===== src/rtl/led_blinker_multi.sv =====
// N-channel LED sequencer: shared tick prescaler plus per-channel OFF/ON/BLINK/ONESHOT engines
// with a run-time register write port and a global blink realignment strobe.
module led_blinker_multi #(
    parameter int N_CH       = 4,
    parameter int TICK_DIV   = 50000,
    parameter int PER_W      = 16,
    parameter int DEF_PERIOD = 500,
    parameter int CH_W       = (N_CH > 1) ? $clog2(N_CH) : 1
) (
    input  logic              CLOCK_50,
    input  logic              RESET_N,
    input  logic              wr_en,
    input  logic [CH_W-1:0]   wr_ch,
    input  logic [1:0]        wr_mode,
    input  logic [PER_W-1:0]  wr_period,
    input  logic              sync_restart,
    output logic [N_CH-1:0]   LEDG,
    output logic [N_CH-1:0]   busy,
    output logic              tick_out
);

    localparam int PRE_W = (TICK_DIV > 2) ? $clog2(TICK_DIV) : 1;

    typedef enum logic [1:0] {
        MODE_OFF     = 2'b00,
        MODE_ON      = 2'b01,
        MODE_BLINK   = 2'b10,
        MODE_ONESHOT = 2'b11
    } mode_t;

    logic [PRE_W-1:0] pre_r;
    logic [PRE_W-1:0] pre_n;
    logic             tick_r;

    // Next prescaler value; tick_r mirrors "count is at its last value" as a flop.
    always_comb begin
        pre_n = pre_r;
        if (sync_restart) begin
            pre_n = {PRE_W{1'b0}};
        end else if (tick_r) begin
            pre_n = {PRE_W{1'b0}};
        end else begin
            pre_n = pre_r + {{(PRE_W-1){1'b0}}, 1'b1};
        end
    end

    // Prescaler and registered tick pulse.
    always_ff @(posedge CLOCK_50 or negedge RESET_N) begin
        if (!RESET_N) begin
            pre_r  <= {PRE_W{1'b0}};
            tick_r <= 1'b0;
        end else begin
            pre_r  <= pre_n;
            tick_r <= (pre_n == PRE_W'(TICK_DIV - 1));
        end
    end

    assign tick_out = tick_r;

    for (genvar i = 0; i < N_CH; i++) begin : g_ch
        localparam logic [CH_W-1:0] CH_IDX = CH_W'(i);

        mode_t            mode_r, mode_n;
        logic [PER_W-1:0] period_r, period_n;
        logic [PER_W-1:0] cnt_r, cnt_n;
        logic [PER_W-1:0] last_s;
        logic             led_r, led_n;
        logic             busy_r, busy_n;
        logic             wr_hit_s;

        assign wr_hit_s = wr_en && (wr_ch == CH_IDX);
        // A zero period behaves as one tick, so the terminal count is 0 in that case.
        assign last_s   = (period_r == {PER_W{1'b0}}) ? {PER_W{1'b0}}
                                                      : period_r - {{(PER_W-1){1'b0}}, 1'b1};

        // Channel next-state: write beats realignment, realignment swallows the tick.
        always_comb begin
            mode_n   = mode_r;
            period_n = period_r;
            cnt_n    = cnt_r;
            led_n    = led_r;
            busy_n   = busy_r;
            if (wr_hit_s) begin
                mode_n   = mode_t'(wr_mode);
                period_n = wr_period;
                cnt_n    = {PER_W{1'b0}};
                led_n    = (wr_mode != 2'b00);
                busy_n   = (wr_mode == 2'b11);
            end else if (sync_restart) begin
                if (mode_r == MODE_BLINK) begin
                    cnt_n = {PER_W{1'b0}};
                    led_n = 1'b1;
                end else begin
                    cnt_n = cnt_r;
                end
            end else if (tick_r) begin
                case (mode_r)
                    MODE_BLINK: begin
                        if (cnt_r == last_s) begin
                            led_n = ~led_r;
                            cnt_n = {PER_W{1'b0}};
                        end else begin
                            cnt_n = cnt_r + {{(PER_W-1){1'b0}}, 1'b1};
                        end
                    end
                    MODE_ONESHOT: begin
                        if (cnt_r == last_s) begin
                            led_n  = 1'b0;
                            busy_n = 1'b0;
                            mode_n = MODE_OFF;
                        end else begin
                            cnt_n = cnt_r + {{(PER_W-1){1'b0}}, 1'b1};
                        end
                    end
                    default: begin
                        cnt_n = cnt_r;
                    end
                endcase
            end else begin
                cnt_n = cnt_r;
            end
        end

        // Channel state register.
        always_ff @(posedge CLOCK_50 or negedge RESET_N) begin
            if (!RESET_N) begin
                mode_r   <= MODE_OFF;
                period_r <= PER_W'(DEF_PERIOD);
                cnt_r    <= {PER_W{1'b0}};
                led_r    <= 1'b0;
                busy_r   <= 1'b0;
            end else begin
                mode_r   <= mode_n;
                period_r <= period_n;
                cnt_r    <= cnt_n;
                led_r    <= led_n;
                busy_r   <= busy_n;
            end
        end

        assign LEDG[i] = led_r;
        assign busy[i] = busy_r;
    end

endmodule


===== config.mk =====
export PLATFORM = sky130hd
export DESIGN_NAME = led_blinker_multi
export DESIGN_NICKNAME = d
export VERILOG_FILES = /design/src/rtl/led_blinker_multi.sv
export SDC_FILE = /design/constraint.sdc
export NUM_CORES = 1
export LEC_CHECK = 0
export ABC_CLOCK_PERIOD_IN_PS = 4830
export CAP_MARGIN = 20
export CORE_UTILIZATION = 50
export DETAILED_ROUTE_END_ITERATION = 8
export PLACE_DENSITY = 0.67
export RECOVER_POWER = 50
export SKIP_LAST_GASP = 1
export SYNTH_ARGS = -nofsm -noshare
export SYNTH_HDL_FRONTEND = slang
export SYNTH_SLANG_ARGS = --single-unit
export TNS_END_PERCENT = 30

===== constraint.sdc =====
create_clock -name CLOCK_50 -period 4.83 [get_ports CLOCK_50]
set_clock_uncertainty 0.05 [all_clocks]
set_input_delay 0.7245 -clock CLOCK_50 [delete_from_list [all_inputs] [get_ports CLOCK_50]]
set_output_delay 0.7245 -clock CLOCK_50 [all_outputs]
set_load 0.02 [all_outputs]

Yosys cells after proc, flatten, opt, wreduce, memory -nomap -nowiden
Index checks and enable logic that the tools add are counted.
{ "totals": {"register_bits": 161, "input_bits": 24, "output_inout_bits": 9, "word_cells": 212} }
{ "op_classes": {"n_addsub": 9, "eq_ne": 37, "muxes": 98, "n_bitwise": 4, "reduce_logical": 42} }
{ "ops": {"columns": ["operator", "n"], "rows": [
  ["$mux W16", 30],
  ["$pmux W16 S2", 4],
  ["$add A16 B1 Y16 const B", 5],
  ["$eq A16 B16 Y1", 4],
  ["$logic_not A16 Y1", 4],
  ["$sub A16 B1 Y16 const B", 4],
  ["$mux W1", 40],
  ["$mux W2", 20],
  ["$ne A4 B4 Y1 const B", 8],
  ["$reduce_and A4 Y1", 8],
  ["$reduce_bool A2 Y1", 13],
  ["$reduce_bool A3 Y1", 8],
  ["$eq A2 B2 Y1 const B", 11],
  ["$reduce_and A5 Y1", 4],
  ["$eq A16 B16 Y1 const B", 1],
  ["$ne A4 B3 Y1 const B", 4],
  ["$ne A3 B1 Y1 const B", 4],
  ["$ne A2 B1 Y1 const B", 4],
  ["$pmux W1 S2", 4],
  ["$logic_and A1 B1 Y1", 4],
  ["$not A1 Y1", 4],
  ["$eq A2 B1 Y1 const B", 1],
  ["$logic_not A2 Y1", 1]
]} }

Logic depth before layout (Yosys ltp)
{ "depth": {"depth_word": 8, "ltp_mapped": 15, "mapped_depth_nobuf": 11} }

Least setup slack after synthesis
OpenSTA, ideal clock, no wires.
{ "synth_timing": {"path_kind": "register to register", "start": "register g_ch[2].period_r[0]", "end": "register g_ch[2].cnt_r[9]", "setup_time_ns": 0.139, "arrival_ns": 3.474, "required_time_ns": 4.641, "slack_ns": 1.167, "stages_incl_launch_ff": 15, "n_path_buf": 3, "synth_period_minus_slack_ns": 3.663, "cell_sequence": "dfrtp_1 inv_1 ha_1 buf_2 nor3b_2 nand4_1 nor2_1 nor3_1 o32a_1 or4b_1 or3b_2 clkbuf_1 buf_2 a31oi_1 a31oi_1"} }
{ "synth_via": {"elab_chain_len": 8, "elab_cells_between_ends": 11} }
{ "synth_rtl": {"columns": ["element", "line_no", "source"], "rows": [
  ["from (decl)", "64", "logic [PER_W-1:0] period_r, period_n;"],
  ["from (signal assigned)", "128", "period_r <= PER_W'(DEF_PERIOD);"],
  ["from (signal assigned)", "134", "period_r <= period_n;"],
  ["$sub A16 B1 Y16 / $logic_not A16 Y1 (equally long branches)", "74, 73", null],
  ["$mux W16 *", "73", "assign last_s = (period_r == {PER_W{1'b0}}) ? {PER_W{1'b0}}"],
  ["$eq A16 B16 Y1 *", "99, 107", null],
  ["$mux W16", "99", "if (cnt_r == last_s) begin"],
  ["$pmux W16 S2", "97", "case (mode_r)"],
  ["$mux W16", "96", "end else if (tick_r) begin"],
  ["$mux W16", "89", "end else if (sync_restart) begin"],
  ["$mux W16", "83", "if (wr_hit_s) begin"],
  ["to (signal assigned)", "129", "cnt_r <= {PER_W{1'b0}};"],
  ["to (signal assigned)", "135", "cnt_r <= cnt_n;"],
  ["to (decl)", "65", "logic [PER_W-1:0] cnt_r, cnt_n;"]
]} }
Every way passes the cells marked *; elsewhere a longest branch is shown, timed or not. The select of a mux whose other input is x is not followed.
A chain may end at the register's enable or synchronous reset.

Worst setup path in the final report
{ "layout_timing": {"start": "register g_ch[2].period_r[0]", "end": "register g_ch[2].cnt_r[7]"} }
The elaborated chain is that of the path after synthesis.

==> results_dict.tcl <==
set metrics [dict create \
    drcViolationCount 1 \
    synthCells 1382 \
    coreArea_um2 22090 \
    cts_sinks 161 \
    grt_max_degree 102 \
    path_clk_slew_ns 0.07 \
    crit_chain "inv_1 > ha_1 > or3b_1 > o31ai_1 > nor2_1 > or4_1 > or4_1 > nor4_1 > nand3_1 > nand3b_1 > a31oi_1" \
    dp_hpwl_um 21800 \
    layout.nets 1386 \
    yosysTopAreaCell "dfrtp_1" \
    track_usage_pct 27.01 \
    vias_per_cell 6.343 \
    synth_ff_type "dfrtp_1" \
    seq_power_share_pct 41.7 \
    dr.pass1.iters 9 \
    synth_top_cell_area_share_pct 30.14 \
    leakage_nw 5.207 \
    synth_edf_count 0 \
    fin_setup_tns_ns 0 \
    setup_viol 0 \
    wl_met3_um 1620 \
    die_area_um2 23350 \
    highest_layer "met4" \
    syn_avg_cell_area_um2 8.230 \
    worst_slack_ns 0.6357 \
    synthesis.nets 1415 \
    worst_pin_slew_ns 2.609 \
    ant_nets 0 \
    hold_viol_final 0 \
    dp.cells 1614 \
    cp_common_cell "or4_1" \
    power_frac_comb_pct 25.6 \
    drive_above_1_share_pct 8.425 \
    synth_common_cells "nand2_1 (238), dfrtp_1 (137), nor2_1 (77)" \
    wl_met1_um 14660 \
    worst-setup-path-type "flip-flop to flip-flop" \
    fin_crit_sh_pct 86.84 \
    fin_cells 1645 \
    yosysSeqAreaShare_pct 35.69 \
    synth_area_leaders "dfrtp_1 (30%), nand2_1 (7.9%), dfstp_2 (5.5%), a31oi_1 (3.3%), and3_1 (2.9%)" \
    status "finished, violations left" \
    numCtsBuffers 17 \
    async_flop_share_pct 100.0 \
    crit_path_start_kind "flip-flop" \
    drv_slew 102 \
    cts_resized 0 \
    row_count 54 \
    drv_cap 2 \
    post-cts-setup-buffers 0 \
    switching_share_pct 34.46 \
    diodes 0 \
    cts-root-buf "clkbuf_16" \
    initial_core_util_pct 51.48 \
    internal-power_mw 2.811 \
    htreeDepth 4 \
    grt_pass1_vias 9700 \
    cts_hold_buf 0 \
    crit_fanout 14 \
    cp_top_family "simple AND/OR/NAND/NOR gates" \
    clk_path_buf_depth 2 \
    crit_slowest_cell "nand3_1" \
    gp_congestion 0.9577 \
    cp.required_ns 5.05 \
    clk_latency_ns 0.43 \
    gr-total-overflow 0 \
    die_w_um 152.8 \
    power_mw 4.289 \
    grt_setup_unrepaired "false" \
    syn_area_um2 11370 \
    antenna_found_initial 0 \
    critPathBufInv 1 \
    power_density_nw_per_um2 348.5 \
    drt-total-wl_um 31060 \
    cpPeakStageDelay_ns 0.52 \
    end_kind "flip-flop" \
    die_h_um 152.8 \
    wl_per_cell_um 18.88 \
    fmax_ghz 0.2384 \
    synth_seq_cells 161 \
    syn_to_final_growth_pct 8.218 \
    dpl_worst_slack_ns 0.6836 \
    io-pin-count 33 \
    synth.distinct_cells 91 \
    p_switching_mw 1.478 \
    worstPathArrival_ns 4.42 \
    min_period_ns 4.194 \
    vias 10440 \
    ir_drop_uv 210.8 \
    grt_pass1_wl_um 50870 \
    yosysWarnings 0 \
    drtIter0Drc 628 \
    violations "DRC, capacitance limit, slew limit" \
    hold_class "flip-flop to flip-flop" \
    slew_headroom_pct -73.96 \
    clock_power_share_pct 32.7 \
    cts_tree "done" \
    io_buffers 32 \
    wl_met2_um 14250 \
    synthMostInstantiatedCell "nand2_1" \
]
logic make-up (layout without fill, tap and decap cells):
| family | Yosys count | count (layout) | share of synthesized area [%] |
|---|---|---|---|
| buf+inv | 140 | 123 | 5.325 |
| fa+ha+maj | 9 | 9 | 0.9901 |
| flops | 161 | 161 | 35.69 |
| mux | 14 | 14 | 1.320 |
| compound gates | 289 | 289 | 18.17 |
| xor+xnor | 62 | 62 | 5.016 |
| simple gates | 707 | 707 | 33.49 |
per-stage QoR:
| stage | utilization, % | hold slack (ns) | area [µm²] |
|---|---|---|---|
| global placement | 53.13 | 0.4158 | 11740 |
| detailed placement | 53.13 | 0.4235 | 11740 |
| global route | 55.71 | 0.4482 | 12310 |
| CTS | 55.80 | 0.3900 | 12330 |
| finish | 55.71 | 0.4345 | 12310 |
| floorplan | - | 0.3789 | 11370 |
cells in the final DEF, fill, tap and decap left out, drive strengths merged, types with 11 or more instances in the layout:
| master | n |
|---|---|
| a211o | 14 |
| a21oi | 22 |
| a221o | 15 |
| a31oi | 61 |
| and2 | 11 |
| and3 | 52 |
| and4 | 15 |
| buf | 14 |
| clkbuf | 24 |
| clkdlybuf4s50 | 29 |
| dfrtp | 137 |
| dfstp | 24 |
| inv | 46 |
| nand2 | 238 |
| nand2b | 17 |
| nand3 | 61 |
| nand3b | 22 |
| nand4 | 28 |
| nor2 | 77 |
| nor3 | 42 |
| nor4 | 30 |
| o211ai | 18 |
| o21ai | 58 |
| o31ai | 12 |
| or2 | 12 |
| or3 | 30 |
| or4 | 20 |
| xnor2 | 36 |
| xor2 | 24 |
layer usage:
metal / track usage [%] / vias up
met5: 0 / -
met4: 7.311 / 0
met3: 4.678 / 48
met2: 42.86 / 249
met1: 38.01 / 5090
li1: - / 5048
final cells by class:
| type | count | area, µm² |
|---|---|---|
| flip-flops and latches | 161 | 4059 |
| clock buffers | 19 | 432.9 |
| repair buffers | 50 | 436.7 |
| inverters | 42 | 157.7 |
| fillers | 2073 | 9786 |
| well taps | 280 | 350.3 |
| multi-input cells | 1081 | 6714 |
| clock inverters | 12 | 157.7 |
final timing paths:
path | startpoint | endpoint | slack, ns | cells after the start
max | g_ch[2].period_r[0] | g_ch[2].cnt_r[7] | 0.64 | 11
min | g_ch[0].period_r[6] | g_ch[0].period_r[6] | 0.43 | 2
max reg2reg | g_ch[2].period_r[0] | g_ch[2].cnt_r[7] | 0.64 | 11
min reg2reg | g_ch[0].period_r[6] | g_ch[0].period_r[6] | 0.43 | 2
max in group asynchronous | RESET_N | g_ch[2].cnt_r[3] | 1.37 | 2
min in group asynchronous | RESET_N | g_ch[1].cnt_r[9] | 0.99 | 1
power by group through the flow:
stage / logic [mW] / registers (mW) / clock network, mW
2_1_floorplan: 0.921 / 1.66 / 0
3_3_place_gp: 1.07 / 1.80 / 0
3_5_place_dp: 1.09 / 1.80 / 0
4_1_cts: 1.09 / 1.78 / 1.43
5_1_grt: 1.22 / 1.82 / 1.48
6_report: 1.10 / 1.79 / 1.40
worst min-delay path, stage by stage, from the launching register on:
cell and delay, ns:
dfstp_2 0.39, nand2_1 0.05, nand2_1 0.04
flip-flops by register name, indices dropped and copies added (netlist names):
| name | count |
|---|---|
| g_ch.mode_r | 8 |
| g_ch.period_r | 64 |
| tick_out | 1 |
| g_ch.led_r | 4 |
| pre_r | 16 |
| g_ch.cnt_r | 64 |
| g_ch.busy_r | 4 |
No activity file was read; power rests on OpenSTA's default activity.
